$ cat src/rtl/fpu_sched_pkg.sv
// Shared types and opcode encodings for the FPU issue scheduler.
package fpu_sched_pkg;

    typedef enum logic [2:0] {
        IDLE,
        ISSUE,
        WAIT,
        FLUSH,
        RESP
    } sched_state_t;

    localparam logic [7:0] OP_FADD  = 8'h01;
    localparam logic [7:0] OP_FSUB  = 8'h02;
    localparam logic [7:0] OP_FMUL  = 8'h04;
    localparam logic [7:0] OP_FDIV  = 8'h08;
    localparam logic [7:0] OP_FSQRT = 8'h10;
    localparam logic [7:0] OP_FTOI  = 8'h20;
    localparam logic [7:0] OP_ITOF  = 8'h40;
    localparam logic [7:0] OP_FABS  = 8'h80;

    function automatic logic op_legal(input logic [7:0] op);
        return $onehot(op);
    endfunction

endpackage

$ cat src/rtl/fpu_issue_sched_rr_arbiter.sv
// Combinational round-robin arbiter: first requester at or after the pointer, cyclically.
module rr_arbiter #(
    parameter  int N   = 2,
    localparam int IDW = $clog2(N)
) (
    input  logic [N-1:0]   req_i,
    input  logic [IDW-1:0] ptr_i,
    output logic [N-1:0]   gnt_o,
    output logic [IDW-1:0] gnt_id_o,
    output logic           any_o
);

    localparam int unsigned NU = N;

    logic [IDW-1:0] idx;

    always_comb begin
        gnt_o    = '0;
        gnt_id_o = '0;
        any_o    = 1'b0;
        idx      = '0;
        for (int unsigned off = 0; off < NU; off++) begin
            idx = IDW'((32'(ptr_i) + off) % NU);
            if (!any_o && req_i[idx]) begin
                gnt_o[idx] = 1'b1;
                gnt_id_o   = idx;
                any_o      = 1'b1;
            end
        end
    end

endmodule

$ cat src/rtl/fpu_issue_sched.sv
// Shares one fpu_top between NREQ requesters: round-robin grant, single-cycle issue, timeout recovery.
module fpu_issue_sched
    import fpu_sched_pkg::*;
#(
    parameter  int NREQ    = 2,
    parameter  int TIMEOUT = 64,
    localparam int IDW     = $clog2(NREQ)
) (
    input  logic                 sys_clk,
    input  logic                 rst,
    input  logic [NREQ-1:0]      req_valid,
    output logic [NREQ-1:0]      req_ready,
    input  logic [NREQ*8-1:0]    req_op,
    input  logic [NREQ*32-1:0]   req_x1,
    input  logic [NREQ*32-1:0]   req_x2,
    output logic                 rsp_valid,
    output logic [IDW-1:0]       rsp_id,
    output logic [31:0]          rsp_y,
    output logic                 rsp_ovf,
    output logic                 rsp_unf,
    output logic                 rsp_err,
    output logic [7:0]           fpu_opcode,
    output logic [31:0]          fpu_x1,
    output logic [31:0]          fpu_x2,
    output logic                 fpu_rstn,
    input  logic [31:0]          fpu_y,
    input  logic                 fpu_ovf,
    input  logic                 fpu_unf,
    input  logic                 fpu_out_valid
);

    localparam int CW = $clog2(TIMEOUT);

    sched_state_t   state_q, state_d;
    logic [IDW-1:0] ptr_q, ptr_d;
    logic [IDW-1:0] id_q, id_d;
    logic [7:0]     op_q, op_d;
    logic [31:0]    x1_q, x1_d, x2_q, x2_d;
    logic [CW-1:0]  cnt_q, cnt_d;
    logic [IDW-1:0] rid_q, rid_d;
    logic [31:0]    ry_q, ry_d;
    logic           rovf_q, rovf_d, runf_q, runf_d, rerr_q, rerr_d;

    logic [NREQ-1:0] gnt;
    logic [IDW-1:0]  gnt_id;
    logic            gnt_any;
    logic [7:0]      sel_op;
    logic [31:0]     sel_x1, sel_x2;

    rr_arbiter #(.N(NREQ)) u_arb (
        .req_i    (req_valid),
        .ptr_i    (ptr_q),
        .gnt_o    (gnt),
        .gnt_id_o (gnt_id),
        .any_o    (gnt_any)
    );

    assign sel_op = req_op[32'(gnt_id)*8 +: 8];
    assign sel_x1 = req_x1[32'(gnt_id)*32 +: 32];
    assign sel_x2 = req_x2[32'(gnt_id)*32 +: 32];

    always_ff @(posedge sys_clk) begin
        if (rst) begin
            state_q <= IDLE;
            ptr_q   <= '0;
            id_q    <= '0;
            op_q    <= '0;
            x1_q    <= '0;
            x2_q    <= '0;
            cnt_q   <= '0;
            rid_q   <= '0;
            ry_q    <= '0;
            rovf_q  <= 1'b0;
            runf_q  <= 1'b0;
            rerr_q  <= 1'b0;
        end else begin
            state_q <= state_d;
            ptr_q   <= ptr_d;
            id_q    <= id_d;
            op_q    <= op_d;
            x1_q    <= x1_d;
            x2_q    <= x2_d;
            cnt_q   <= cnt_d;
            rid_q   <= rid_d;
            ry_q    <= ry_d;
            rovf_q  <= rovf_d;
            runf_q  <= runf_d;
            rerr_q  <= rerr_d;
        end
    end

    // Response registers are only written on entry to RESP so rsp_* hold between responses.
    always_comb begin
        state_d = state_q;
        ptr_d   = ptr_q;
        id_d    = id_q;
        op_d    = op_q;
        x1_d    = x1_q;
        x2_d    = x2_q;
        cnt_d   = cnt_q;
        rid_d   = rid_q;
        ry_d    = ry_q;
        rovf_d  = rovf_q;
        runf_d  = runf_q;
        rerr_d  = rerr_q;
        unique case (state_q)
            IDLE: begin
                if (gnt_any) begin
                    id_d = gnt_id;
                    op_d = sel_op;
                    x1_d = sel_x1;
                    x2_d = sel_x2;
                    if (op_legal(sel_op)) begin
                        state_d = ISSUE;
                    end else begin
                        state_d = RESP;
                        rid_d   = gnt_id;
                        ry_d    = '0;
                        rovf_d  = 1'b0;
                        runf_d  = 1'b0;
                        rerr_d  = 1'b1;
                    end
                end
            end
            ISSUE: begin
                cnt_d   = '0;
                state_d = WAIT;
            end
            WAIT: begin
                if (fpu_out_valid) begin
                    state_d = RESP;
                    rid_d   = id_q;
                    ry_d    = fpu_y;
                    rovf_d  = fpu_ovf;
                    runf_d  = fpu_unf;
                    rerr_d  = 1'b0;
                end else if (cnt_q == CW'(TIMEOUT - 1)) begin
                    state_d = FLUSH;
                end else begin
                    cnt_d = cnt_q + 1'b1;
                end
            end
            FLUSH: begin
                state_d = RESP;
                rid_d   = id_q;
                ry_d    = '0;
                rovf_d  = 1'b0;
                runf_d  = 1'b0;
                rerr_d  = 1'b1;
            end
            RESP: begin
                state_d = IDLE;
                ptr_d   = (rid_q == IDW'(NREQ - 1)) ? '0 : rid_q + 1'b1;
            end
            default: state_d = IDLE;
        endcase
    end

    always_comb begin
        req_ready  = '0;
        fpu_opcode = '0;
        rsp_valid  = 1'b0;
        fpu_rstn   = ~rst;
        unique case (state_q)
            IDLE:    req_ready  = rst ? '0 : gnt;
            ISSUE:   fpu_opcode = op_q;
            FLUSH:   fpu_rstn   = 1'b0;
            RESP:    rsp_valid  = 1'b1;
            default: ;
        endcase
    end

    assign rsp_id  = rid_q;
    assign rsp_y   = ry_q;
    assign rsp_ovf = rovf_q;
    assign rsp_unf = runf_q;
    assign rsp_err = rerr_q;
    assign fpu_x1  = x1_q;
    assign fpu_x2  = x2_q;

endmodule

$ cat config.mk
export PLATFORM = sky130hd
export DESIGN_NAME = fpu_issue_sched
export DESIGN_NICKNAME = d
export VERILOG_FILES = /design/src/rtl/fpu_sched_pkg.sv /design/src/rtl/fpu_issue_sched_rr_arbiter.sv /design/src/rtl/fpu_issue_sched.sv
export SDC_FILE = /design/constraint.sdc
export NUM_CORES = 1
export LEC_CHECK = 0
export CORE_MARGIN = 2
export CORE_UTILIZATION = 43
export DETAILED_ROUTE_END_ITERATION = 6
export PLACE_DENSITY = 0.88
export SLEW_MARGIN = 20
export SYNTH_ARGS = -nofsm -noshare
export SYNTH_HDL_FRONTEND = slang
export SYNTH_SLANG_ARGS = --single-unit
$ cat constraint.sdc
create_clock -name sys_clk -period 7.53 [get_ports sys_clk]
set_input_delay 1.506 -clock sys_clk [delete_from_list [all_inputs] [get_ports sys_clk]]
set_output_delay 1.506 -clock sys_clk [all_outputs]
set_load 0.02 [all_outputs]
==> impl_metrics.yaml <==
synth:
  synthArstFlopShare_pct: 0
  synth_edf_count: 0
  syn_area_mm2: 0.00565
  syn_nets: 767
  ys.flop_type: "dfxtp_1"
  ys_types: 41
  ys_warn_count: 0
  ys_ff_latch: 119
  synth_cells: 576
  postSynthAreaPerCell_um2: 9.80
  ys_seq_area_share_pct: 42.2
clock_tree:
  post_cts_resized: 0
  cts_tree: "built"
  root_buffer: "clkbuf_16"
  ctsHoldBuffers: 0
  path_clk_slew_ns: 0.06
  postCtsSetupRepairBufs: 0
  numCtsBuffers: 17
  cts_max_path_buffers: 2
  insertion_delay_ns: 0.40
  cts_htree_levels: 4
  clock_sinks: 119
setup_path:
  cp-end-kind: "flip-flop"
  crit_arrival_ns: 6.42
  worstPathMaxFanout: 45
  crit_path_top_delay_cell: "buf_4"
  critPathRequiredTime_ns: 7.84
  slowest_delay_ns: 0.65
  criticalPathCategory: "in -> reg"
  startpoint_type: "primary input"
  path_cells: "clkdlybuf4s50_1, inv_1, o21ai_4, buf_4, mux2i_1, fa_1, fa_1, inv_1, ha_1, inv_1, fa_1, a211oi_1, mux2i_1, o211ai_1, buf_4, mux2i_1"
placed_design:
  io_buffers: 294
  hpwl_mm: 13.8
  place.gp.congestion: 0.877
power:
  ir_drop_uv: 202
  seqPwrFrac_pct: 29.0
  pwr-share-comb_pct: 45.1
  p_leak_uw: 0.00371
  powerDensity_mw_per_mm2: 336
  intPower_uw: 1930
  pwr-share-clk_pct: 25.8
  power_switching_uw: 1150
  p_sw_share_pct: 37.4
route:
  drt_iter0_drc: 288
  drt_pass1_iterations: 4
  via_count: 5300
  post_drt_wl_per_cell_um: 17.7
  detail-route-antenna-nets: 0
  totalWireLength_mm: 18.3
  vias_per_cell: 5.14
  drc: 0
floorplan:
  initial_core_util_pct: 44.4
  core_mm2: 0.0127
  die_height_um: 119
  die_w_um: 119
  dieArea_mm2: 0.0141
  num_rows: 41
  io_pins: 295
grt:
  antenna_found_initial: 0
  gr-usage-all-layers_pct: 25.2
  grt_remaining_overflow: 0
  grt_pass1_vias: 5451
  grt_max_degree: 82
  grt_first_pass_wirelength_mm: 28.4
timing:
  finalSetupViolCount: 0
  fin_setup_tns_ns: 0
  post-route-period-util_pct: 81.1
  finalHoldViolations: 0
  rsz0062_at_grt: "false"
  drv_slew: 0
  slew_headroom_pct: 26.5
  max_clock_freq_ghz: 0.164
  fin_crit_ns: 6.10
  skew_ns: 0.0153
  worst-slew-pin-transition_ns: 1.10
run_status:
  status: "finished clean"
final_layout:
  final_common_cell: "clkdlybuf4s50_1"
  final_cell_mix: "clkdlybuf4s50_1 (293), dfxtp_1 (119), mux2i_1 (109), nor2_1 (82), a211oi_1 (55)"
  antenna_cells: 0
  layout-drive-gt1-share_pct: 7.67
  fin_util_pct: 72.0
  final_nets: 1038
  synthToLayoutAreaGrowth_pct: 62.2
hold_path:
  holdCritPathClass: "reg -> reg"
flow_run:
  max_cap_violations: 0
[cells by family after synthesis]
| kind of cell | share of synthesized area, % |
|---|---|
| AND/OR/NAND/NOR | 15.6 |
| buffers and inverters | 6.23 |
| adder cells (fa/ha/maj) | 2.31 |
| flip-flops | 42.2 |
| multiplexers | 19.3 |
| XOR/XNOR | 0.310 |
| AO/OA/AOI/OAI | 14.1 |
[cell usage after synthesis (2+ instances only)]
library cell | count | area (µm²)
or2_2 | 3 | 18.8
nor2_1 | 82 | 308
nand3_1 | 2 | 10.0
fa_1 | 4 | 80.1
a21oi_1 | 3 | 15.0
dfxtp_1 | 119 | 2380
nor3_1 | 4 | 20.0
and2_1 | 9 | 56.3
buf_2 | 17 | 85.1
inv_1 | 16 | 60.1
o211ai_1 | 2 | 15.0
o21ai_0 | 2 | 10.0
ha_1 | 4 | 50.1
nor3b_1 | 2 | 15.0
buf_4 | 7 | 52.6
clkbuf_1 | 13 | 48.8
buf_6 | 9 | 101
nand2_1 | 36 | 135
a211oi_2 | 20 | 250
nand4_1 | 2 | 12.5
xor2_1 | 2 | 17.5
a221oi_1 | 3 | 26.3
mux2i_1 | 109 | 1090
nand2b_1 | 35 | 219
a211oi_1 | 55 | 413
[registers in the layout, summed over array words and instances, names as in the netlist]
signal   flops
op_q         8
rsp_id       1
id_q         1
cnt_q        6
rsp_err      1
fpu_x1      32
ptr_q        1
state_q      3
rsp_unf      1
fpu_x2      32
rsp_y       32
rsp_ovf      1
[worst max-delay path, delay by kind of cell]
| family | cells | cell delay [ns] |
|---|---|---|
| buffers and inverters | 6 | 1.87 |
| adder cells (fa/ha/maj) | 4 | 1.49 |
| multiplexers | 3 | 0.83 |
| AO/OA/AOI/OAI | 3 | 0.70 |
[stage by stage]
step / worst slack [ns] / total power (µW) / hold slack, ns / std cells / instance area, µm²
after floorplan: 2.08 / 1830 / 0.454 / 576 / 5650
after global placement: 1.30 / 2230 / 0.458 / 1000 / 8560
after detailed placement: 1.07 / 2280 / 0.472 / 1000 / 8570
after CTS: 1.41 / 3090 / 0.483 / 1032 / 9160
after global routing: 1.13 / 3240 / 0.501 / 1032 / 9160
final: 1.43 / 3080 / 0.481 / 1032 / 9160
[final timing paths]
path	to	start	slack [ns]	cells past startpoint
hold / removal	rsp_y[5]$_SDFFE_PP0P_	rsp_y[5]$_SDFFE_PP0P_	0.48	2
hold reg to reg	rsp_y[5]$_SDFFE_PP0P_	rsp_y[5]$_SDFFE_PP0P_	0.48	2
setup / recovery	rsp_y[7]$_SDFFE_PP0P_	req_valid[0]	1.43	16
setup reg to reg	rsp_y[7]$_SDFFE_PP0P_	ptr_q$_SDFFE_PP0P_	2.70	14
[area by class of cell]
cell class                 instances  area [µm²]
multi-input combinational        394        2930
tap                              172         215
clock buffer                      19         443
inverter                          16        60.1
fill                             977        3570
sequential                       119        2380
timing repair buffer             299        2980
clock inverter                    13         146
[power groups by stage]
| stage | Clock, µW | Sequential [µW] | Combinational (µW) |
|---|---|---|---|
| finish | 794 | 894 | 1390 |
| global route | 836 | 914 | 1490 |
| CTS | 809 | 892 | 1390 |
| detailed placement | 0 | 906 | 1380 |
| global placement | 0 | 894 | 1340 |
| floorplan | 0 | 1060 | 765 |
[routing by layer]
layer	vias up	GRT usage, %	routed length [µm]
met5	-	0	0
met1	2500	26.6	7040
met4	0	10.4	543
met3	29	7.87	1360
li1	2563	-	-
met2	208	46.0	9340
No activity file was read; power rests on OpenSTA's default activity.
